`src/rtl/capture_pkg.sv`:
```
// Constants and FSM encoding shared by the capture-value UART sender and receiver.
package capture_pkg;

    localparam int          NUM_DIGITS = 7;
    localparam logic [7:0]  SOF_CHAR   = 8'h43;
    localparam logic [7:0]  ASCII_ZERO = 8'h30;
    localparam logic [7:0]  ASCII_NINE = 8'h39;

    typedef enum logic [1:0] {
        IDLE   = 2'd0,
        DIGITS = 2'd1
    } state_t;

endpackage

```
`src/rtl/bcd_weight_acc.sv`:
```
// Decimal-weighted accumulator: acc += digit*weight, then weight *= 10, using shifts and adds only.
module bcd_weight_acc
    import capture_pkg::*;
(
    input  logic        clk,
    input  logic        rst_n,
    input  logic        clear,
    input  logic        step,
    input  logic [3:0]  digit,
    output logic [31:0] acc
);

    logic [31:0] weight;
    logic [31:0] product;

    // 4x32 shift-add multiply of the digit by the current weight.
    always_comb begin
        product = ({32{digit[0]}} & weight)
                + ({32{digit[1]}} & (weight << 1))
                + ({32{digit[2]}} & (weight << 2))
                + ({32{digit[3]}} & (weight << 3));
    end

    // NOTE: registers take non-blocking assignments so every flop samples pre-edge values.
    always_ff @(posedge clk or negedge rst_n) begin
        if (!rst_n) begin
            acc    <= '0;
            weight <= 32'd1;
        end else if (clear) begin
            acc    <= '0;
            weight <= 32'd1;
        end else if (step) begin
            acc    <= acc + product;
            weight <= (weight << 3) + (weight << 1);
        end
    end

endmodule

```
`src/rtl/capture_rx_parser.sv`:
```
// Recognises 'C' + NUM_DIGITS ASCII digits (LSD first) and emits the decoded binary value.
module capture_rx_parser #(
    parameter int         NUM_DIGITS     = capture_pkg::NUM_DIGITS,
    parameter logic [7:0] SOF_CHAR       = capture_pkg::SOF_CHAR,
    parameter int         TIMEOUT_CYCLES = 100000,
    parameter int         TO_W           = 17
) (
    input  logic        clk,
    input  logic        rst_n,
    input  logic        rx_valid,
    input  logic [7:0]  rx_data,
    output logic [31:0] value,
    output logic        value_valid,
    output logic        frame_err,
    output logic        busy,
    output logic [7:0]  err_count
);

    import capture_pkg::state_t, capture_pkg::IDLE, capture_pkg::DIGITS;
    import capture_pkg::ASCII_ZERO, capture_pkg::ASCII_NINE;

    localparam logic [TO_W-1:0] TO_LAST  = TO_W'(TIMEOUT_CYCLES - 1);
    localparam logic [3:0]      IDX_LAST = 4'(NUM_DIGITS - 1);

    state_t          state;
    logic [3:0]      idx;
    logic [TO_W-1:0] to_cnt;
    logic            done_pend;
    logic [31:0]     acc;

    logic            is_sof;
    logic            is_digit;
    logic [3:0]      digit;
    logic            acc_clear;
    logic            acc_step;
    logic            abort;

    // NOTE: every always_comb output gets a value on every path, so no latch is inferred.
    always_comb begin
        is_sof    = (rx_data == SOF_CHAR);
        is_digit  = (rx_data >= ASCII_ZERO) && (rx_data <= ASCII_NINE);
        digit     = 4'(rx_data - ASCII_ZERO);
        acc_clear = rx_valid && is_sof;
        acc_step  = (state == DIGITS) && rx_valid && is_digit;
        // A byte arriving in the expiry cycle pre-empts the timeout.
        abort     = (state == DIGITS) && (rx_valid ? !is_digit : (to_cnt == TO_LAST));
    end

    bcd_weight_acc u_acc (
        .clk   (clk),
        .rst_n (rst_n),
        .clear (acc_clear),
        .step  (acc_step),
        .digit (digit),
        .acc   (acc)
    );

    always_ff @(posedge clk or negedge rst_n) begin
        if (!rst_n) begin
            state       <= IDLE;
            idx         <= '0;
            to_cnt      <= '0;
            done_pend   <= 1'b0;
            value       <= '0;
            value_valid <= 1'b0;
            frame_err   <= 1'b0;
            err_count   <= '0;
        end else begin
            value_valid <= 1'b0;
            frame_err   <= 1'b0;
            done_pend   <= 1'b0;

            // The accumulator settles on the accepting edge; publish it one edge later.
            if (done_pend) begin
                value       <= acc;
                value_valid <= 1'b1;
            end

            if (abort) begin
                frame_err <= 1'b1;
                if (err_count != 8'hFF)
                    err_count <= err_count + 8'd1;
            end

            case (state)
                IDLE: begin
                    if (rx_valid && is_sof) begin
                        state  <= DIGITS;
                        idx    <= '0;
                        to_cnt <= '0;
                    end
                end
                DIGITS: begin
                    if (rx_valid) begin
                        to_cnt <= '0;
                        if (is_digit) begin
                            if (idx == IDX_LAST) begin
                                state     <= IDLE;
                                done_pend <= 1'b1;
                            end else begin
                                idx <= idx + 4'd1;
                            end
                        end else if (is_sof) begin
                            idx <= '0;
                        end else begin
                            state <= IDLE;
                        end
                    end else if (abort) begin
                        state <= IDLE;
                    end else begin
                        to_cnt <= to_cnt + 1'b1;
                    end
                end
                default: state <= IDLE;
            endcase
        end
    end

    assign busy = (state == DIGITS);

endmodule
```
`config.mk`:
```
export PLATFORM = sky130hd
export DESIGN_NAME = capture_rx_parser
export DESIGN_NICKNAME = d
export VERILOG_FILES = /design/src/rtl/capture_pkg.sv /design/src/rtl/bcd_weight_acc.sv /design/src/rtl/capture_rx_parser.sv
export SDC_FILE = /design/constraint.sdc
export NUM_CORES = 1
export LEC_CHECK = 0
export CAP_MARGIN = 20
export CORE_ASPECT_RATIO = 2
export CORE_MARGIN = 2
export CORE_UTILIZATION = 54
export CTS_BUF_LIST = sky130_fd_sc_hd__clkbuf_8 sky130_fd_sc_hd__clkbuf_16
export CTS_CLUSTER_SIZE = 10
export DETAILED_ROUTE_END_ITERATION = 6
export GPL_ROUTABILITY_DRIVEN = 0
export PLACE_DENSITY = 0.72
export SYNTH_ARGS = -nofsm -noshare
export SYNTH_HDL_FRONTEND = slang
export SYNTH_HIERARCHICAL = 1
export SYNTH_SLANG_ARGS = --single-unit
```
`constraint.sdc`:
```
create_clock -name clk -period 8.2 [get_ports clk]
set_input_delay 2.05 -clock clk [delete_from_list [all_inputs] [get_ports clk]]
set_output_delay 2.05 -clock clk [all_outputs]
set_load 0.02 [all_outputs]
```
==> results of run 1 <==
layer usage:
layer	vias up	track usage	routed length, µm
met5	-	0	0
li1	4442	-	-
met3	123	0.03325	815
met2	255	0.5335	16880
met1	4784	0.2765	10450
met4	0	0.1888	2083
area by class of cell:
cell class	count	area (µm²)	area share
multi-input combinational	917	7431	0.5694
sequential	129	3229	0.2474
inverter	214	803.3	0.06155
timing repair buffer	65	634.4	0.04860
clock buffer	23	508.0	0.03892
tap	273	341.6	0.02617
clock inverter	6	103.9	0.007957
power by group through the flow:
stage	registers, mW	logic, mW	clock network [mW]
6_report	0.645	0.0683	0.811
5_1_grt	0.645	0.0761	0.847
4_1_cts	0.645	0.0694	0.828
3_5_place_dp	0.656	0.0691	0
3_3_place_gp	0.656	0.0672	0
2_1_floorplan	0.656	0.0320	0
flip-flops by register name, summed over array words and instances (netlist names):
signal and flops:
u_acc/acc 32, u_acc/weight 32, value 32, to_cnt 17, err_count 8, idx 4
done_pend 1, frame_err 1, state 1, value_valid 1
placed cells by master, fill, tap and decap left out, types with 43 or more instances in the layout:
master / Yosys / final
a21o_1: 44 / 44
a21oi_1: 58 / 58
and2_1: 43 / 43
clkdlybuf4s50_1: 0 / 52
dfrtp_1: 128 / 128
fa_1: 89 / 89
ha_1: 63 / 63
inv_1: 214 / 215
nand2_1: 150 / 150
nor2_1: 71 / 70
metrics by stage:
stage / utilization / cells / power, mW
after floorplan: - / 1304 / 0.6880
after global placement: 0.5814 / 1598 / 0.7235
after detailed placement: 0.5814 / 1598 / 0.7254
after CTS: 0.6100 / 1627 / 1.543
after global routing: 0.6100 / 1627 / 1.569
final: 0.6100 / 1627 / 1.524
synthesized netlist by cell type, drive strengths merged, types with 30 or more instances:
master	count	area, µm²
a21o	44	330.3
inv	214	803.3
mux2	35	394.1
nand2	150	563.0
and2	43	269.0
o21ai	44	227.7
fa	89	1782
a21oi	59	299.0
nor2	71	266.5
clkbuf	30	112.6
dfrtp	128	3203
ha	63	788.3
how the worst max path moves through the flow:
stage,start,slack [ps],cells after the start,endpoint
2_1_floorplan,rx_data[1],2000,19,u_acc/acc[31]
3_3_place_gp,rx_data[0],770,20,u_acc/acc[31]
3_5_place_dp,rx_data[0],600,20,u_acc/acc[31]
4_1_cts,rx_data[0],1100,20,u_acc/acc[31]
5_1_grt,rx_data[0],740,20,u_acc/acc[31]
6_report,rx_data[0],1000,20,u_acc/acc[31]
cell families (layout without fill, tap and decap cells):
family / Yosys count / count (layout) / share of synthesized area
multiplexers: 64 / 64 / 0.05881
AO/OA/AOI/OAI: 257 / 257 / 0.1532
adder cells (fa/ha/maj): 152 / 152 / 0.2208
XOR/XNOR: 41 / 41 / 0.03086
flip-flops: 129 / 129 / 0.2775
AND/OR/NAND/NOR: 403 / 403 / 0.1741
buffers and inverters: 258 / 308 / 0.08472
worst register-to-register path, cell delays in order (launching register included):
cell and delay (ps):
dfrtp_1 530, nand2_1 120, fa_1 510, inv_1 60, fa_1 540, inv_1 60, fa_1 530, inv_1 50
ha_1 220, inv_1 80, fa_1 200, nor2b_1 80, o2111ai_1 380, a21oi_1 160, buf_4 180, o21ai_0 280
a21oi_1 140, o31ai_1 240, nor3b_1 310, mux2_2 380
==> impl_metrics.tcl, run 1 <==
set metrics [dict create \
    swShare 0.2249 \
    die_area_um2 22810 \
    ys_seq_area_frac 0.2775 \
    grt_max_degree 77 \
    die-height_um 211.6 \
    placed_area_um2 12440 \
    reg2reg_depth 19 \
    critPathBufInv 6 \
    postCtsHoldBufs 0 \
    status "completed" \
    drcViolationCount 0 \
    skew_ps 8.784 \
    cts_sinks 129 \
    wirelength_um 30230 \
    cp.arrival_ps 7520 \
    design.portCount 54 \
    finalMaxSlewViolations 0 \
    drtIter0Drc 419 \
    p_leak_nw 6.643 \
    ctsHtreeMaxLevel 4 \
    synth-edff-count 0 \
    crit_path_end_kind "flop" \
    crit_fanout 13 \
    synthDistinctLibCells 76 \
    crit_path_cell_trace "clkdlybuf4s50_1, nand2_1, fa_1, inv_1, fa_1, inv_1, fa_1, inv_1, ha_1, inv_1, fa_1, nor2b_1, o2111ai_1, a21oi_1, buf_4, o21ai_0, a21oi_1, o31ai_1, nor3b_1, mux2_2" \
    crit_family "adder cells" \
    fin_hold_ws_ps 501.9 \
    grt_setup_unrepaired "no" \
    setup_ws_ps 995.8 \
    area_growth_pct 12.15 \
    gr-total-overflow 0 \
    grt_pass1_vias 10310 \
    r2r-start "u_acc/weight[3]" \
    ctsResizeCount 0 \
    vias 9604 \
    min_path_cells 1 \
    start_util 0.5439 \
    min_period_over_period 0.8786 \
    final_area_um2 13050 \
    relSlewSlack 0.5187 \
    clkTransAtPathRegs_ps 60 \
    io_buffers 53 \
    antenna_found_initial 0 \
    cp.required_ps 8520 \
    setup_tns_ps 0 \
    dp_slack_ps 603.8 \
    cap_violations 0 \
    cts_tree "yes" \
    synth.avg_cell_area_um2 8.924 \
    viasPerCell 5.903 \
    power.ir.vdd_worst_v 0.0001279 \
    cts_buffers 17 \
    yosys_warnings 6 \
    min_from "value[14]" \
    rows 76 \
    cts_root_buffer "clkbuf_16" \
    max_stage_delay_ps 920 \
    worst_slew_pin_slew_ps 722.0 \
    synth-main-ff-cell "dfrtp_1" \
    antenna_left 0 \
    avgRoutedWirePerCell_um 18.58 \
    finalHoldViolCount 0 \
    power_density_nw_per_um2 116.8 \
    r2r_slack_ps 3040 \
    setup-violations-final 0 \
    grt_pass1_wl_um 49740 \
    combPwrFrac 0.045 \
    syn_inst 1304 \
    dp_hpwl_um 22100 \
    drive_gt1_frac 0.07238 \
    track_usage 0.2814 \
    critPathKind "input port to flop" \
    switchingPower_uw 342.8 \
    syn_area_um2 11640 \
    internal_power_mw 1.181 \
    fmax_mhz 138.8 \
    min_period_ps 7204 \
    start_kind "input port" \
    clkPwrFrac 0.532 \
    whs_endpoint "value[14]" \
    min_path_type "flop to flop" \
    post-cts-setup-buffer-count 0 \
    synth.ff_latch_count 129 \
    r2r_end "u_acc/acc[31]" \
    core_area_um2 21400 \
    insertion_delay_ps 440 \
    nNetsFinal 1507 \
    syn_nets 1467 \
    pwr-share-seq 0.423 \
    fill_cells 1871 \
    die_w_um 107.8 \
    cpMaxStageDelayCell "clkdlybuf4s50_1" \
    antennaDiodeCount 0 \
    drt_first_pass_iters 5 \
    cts_max_path_buffers 2 \
    async_flop_share 1.000 \
]
No activity file was read; power rests on OpenSTA's default activity.
==> run 2: changes to the inputs <==
Settings changed: REMOVE_ABC_BUFFERS from default to 1.
Clock period 8.2 ns to 8.3 ns, I/O delays scaled along.
==> run 2 against run 1 <==
  * Die area did not move
  * Clock skew grew 2.1 ps
  * Register-to-register slack better by 130 ps
  * Utilization is 0.16 points lower
  * Combinational power fell by 3.4%
  * Count of clock-buffer cells in the layout shrank 5
  * Flip-flop and latch count stayed put
  * Via count is 0.46% lower
  * Critical path type unchanged
  * Largest power group unchanged
==> impl_metrics.tcl, run 2 (same netlist as run 1, synthesis figures left out) <==
set metrics [dict create \
    grt_pass1_wl_um 50720 \
    wirelength_um 30480 \
    power_density_nw_per_um2 113.8 \
    insertion_delay_ps 440 \
    dp_hpwl_um 22630 \
    drt_first_pass_iters 5 \
    cts_sinks 129 \
    fin_util 0.6084 \
    finalMaxSlewViolations 0 \
    reg_top3 "u_acc/acc x32, u_acc/weight x32, value x32" \
    ctsHtreeMaxLevel 4 \
    die_area_um2 22810 \
    min_path_type "flop to flop" \
    grt_max_degree 86 \
    die_w_um 107.8 \
    setup-violations-final 0 \
    track_usage 0.2881 \
    relSlewSlack 0.4548 \
    crit_path_end_kind "flop" \
    post-cts-setup-buffer-count 0 \
    start_util 0.5439 \
    postCtsHoldBufs 0 \
    grt_setup_unrepaired "no" \
    die-height_um 211.6 \
    min_path_cells 1 \
    ctsResizeCount 0 \
    finalHoldViolCount 0 \
    reg2reg_depth 18 \
    cts_root_buffer "clkbuf_16" \
    cts_buffers 17 \
    io_buffers 53 \
    area_growth_pct 11.86 \
    status "completed" \
    antennaDiodeCount 0 \
    viasPerCell 5.872 \
    cts_tree "yes" \
    layout_common_cells "215 x inv_1, 150 x nand2_1, 128 x dfrtp_1" \
    layout_commonest_cell "inv_1" \
    critPathKind "input port to flop" \
    power.ir.vdd_worst_v 0.0001487 \
    cp.required_ps 8640 \
    report.power.total_mw 1.482 \
    design.portCount 54 \
    placed_area_um2 12410 \
    rows 76 \
    min_period_over_period 0.8501 \
    nNetsFinal 1505 \
    gr-total-overflow 0 \
    fmax_mhz 141.7 \
    fill_cells 1921 \
    worst_slew_pin_slew_ps 817.8 \
    grt_pass1_vias 10420 \
    vias 9560 \
    drtIter0Drc 450 \
    antenna_found_initial 0 \
    drcViolationCount 0 \
    cp.arrival_ps 7390 \
    core_area_um2 21400 \
    clkTransAtPathRegs_ps 60 \
    cap_violations 0 \
    cts_max_path_buffers 2 \
    skew_ps 10.91 \
    drive_gt1_frac 0.07306 \
    setup_tns_ps 0 \
    final_area_um2 13020 \
    antenna_left 0 \
    avgRoutedWirePerCell_um 18.72 \
    start_kind "input port" \
    crit_fanout 33 \
    p_leak_nw 6.614 \
    min_period_ps 7056 \
]
[run 2: cell count changes in the layout (fill, tap and decap cells not counted), sizes merged]
cell,before,now
buf,13,11
clkinvlp,0,3
clkbuf,23,18
clkinv,2,7
[run 2: area by class of cell]
type	count	area [µm²]	share of cell area
Clock buffer	18	439.2	0.03374
Clock inverter	14	166.4	0.01278
Inverter	214	803.3	0.06171
Multi-Input combinational cell	917	7431	0.5708
Sequential cell	129	3229	0.2481
Tap cell	273	341.6	0.02624
Timing Repair Buffer	63	606.8	0.04662
[run 2: per-layer routing]
layer  share of wire  up-vias  wire (µm)  GRT usage
met1            0.33     4731      10160     0.2713
met5               0        -          0          0
met2            0.55      257      16910     0.5400
met4           0.084        0       2551     0.2233
met3           0.028      137        861    0.03972
li1                -     4435          -          -
[run 2: report_power, final]
group	switching (mW)	internal, mW	leakage, nW
logic	0.0461	0.0198	4.55
registers	0.00397	0.633	1.78
clock network	0.300	0.478	0.293
[run 2: worst max-delay path: stages]
cell and delay [ps]:
clkdlybuf4s50_1 460, buf_4 360, nand2_1 150, fa_1 520, inv_1 50, fa_1 530, inv_1 60, fa_1 480
inv_1 70, ha_1 170, inv_1 60, fa_1 390, nor2b_1 280, o2111ai_1 260, a21oi_1 400, o21ai_0 190
a21oi_1 340, a41oi_2 200, mux2i_1 150, nor4_1 220
[run 2: per-stage QoR]
stage	instances	setup slack [ps]	hold WS, ps
after floorplan	1260	453.9	479.5
after global placement	1596	1047	488.7
after detailed placement	1596	913.1	495.2
after CTS	1628	1324	507.8
after global routing	1628	1012	519.6
final	1628	1244	504.8
[run 2: path summary, 6_finish.rpt]
path | startpoint | end | slack [ps]
setup / recovery | rx_data[1] | u_acc/acc[29] | 1240
hold / removal | value[24] | value[24] | 500
setup reg to reg | u_acc/weight[3] | u_acc/acc[29] | 3170
hold reg to reg | value[24] | value[24] | 500
max in group asynchronous | rst_n | u_acc/acc[26] | 5500
min in group asynchronous | rst_n | u_acc/weight[1] | 1680
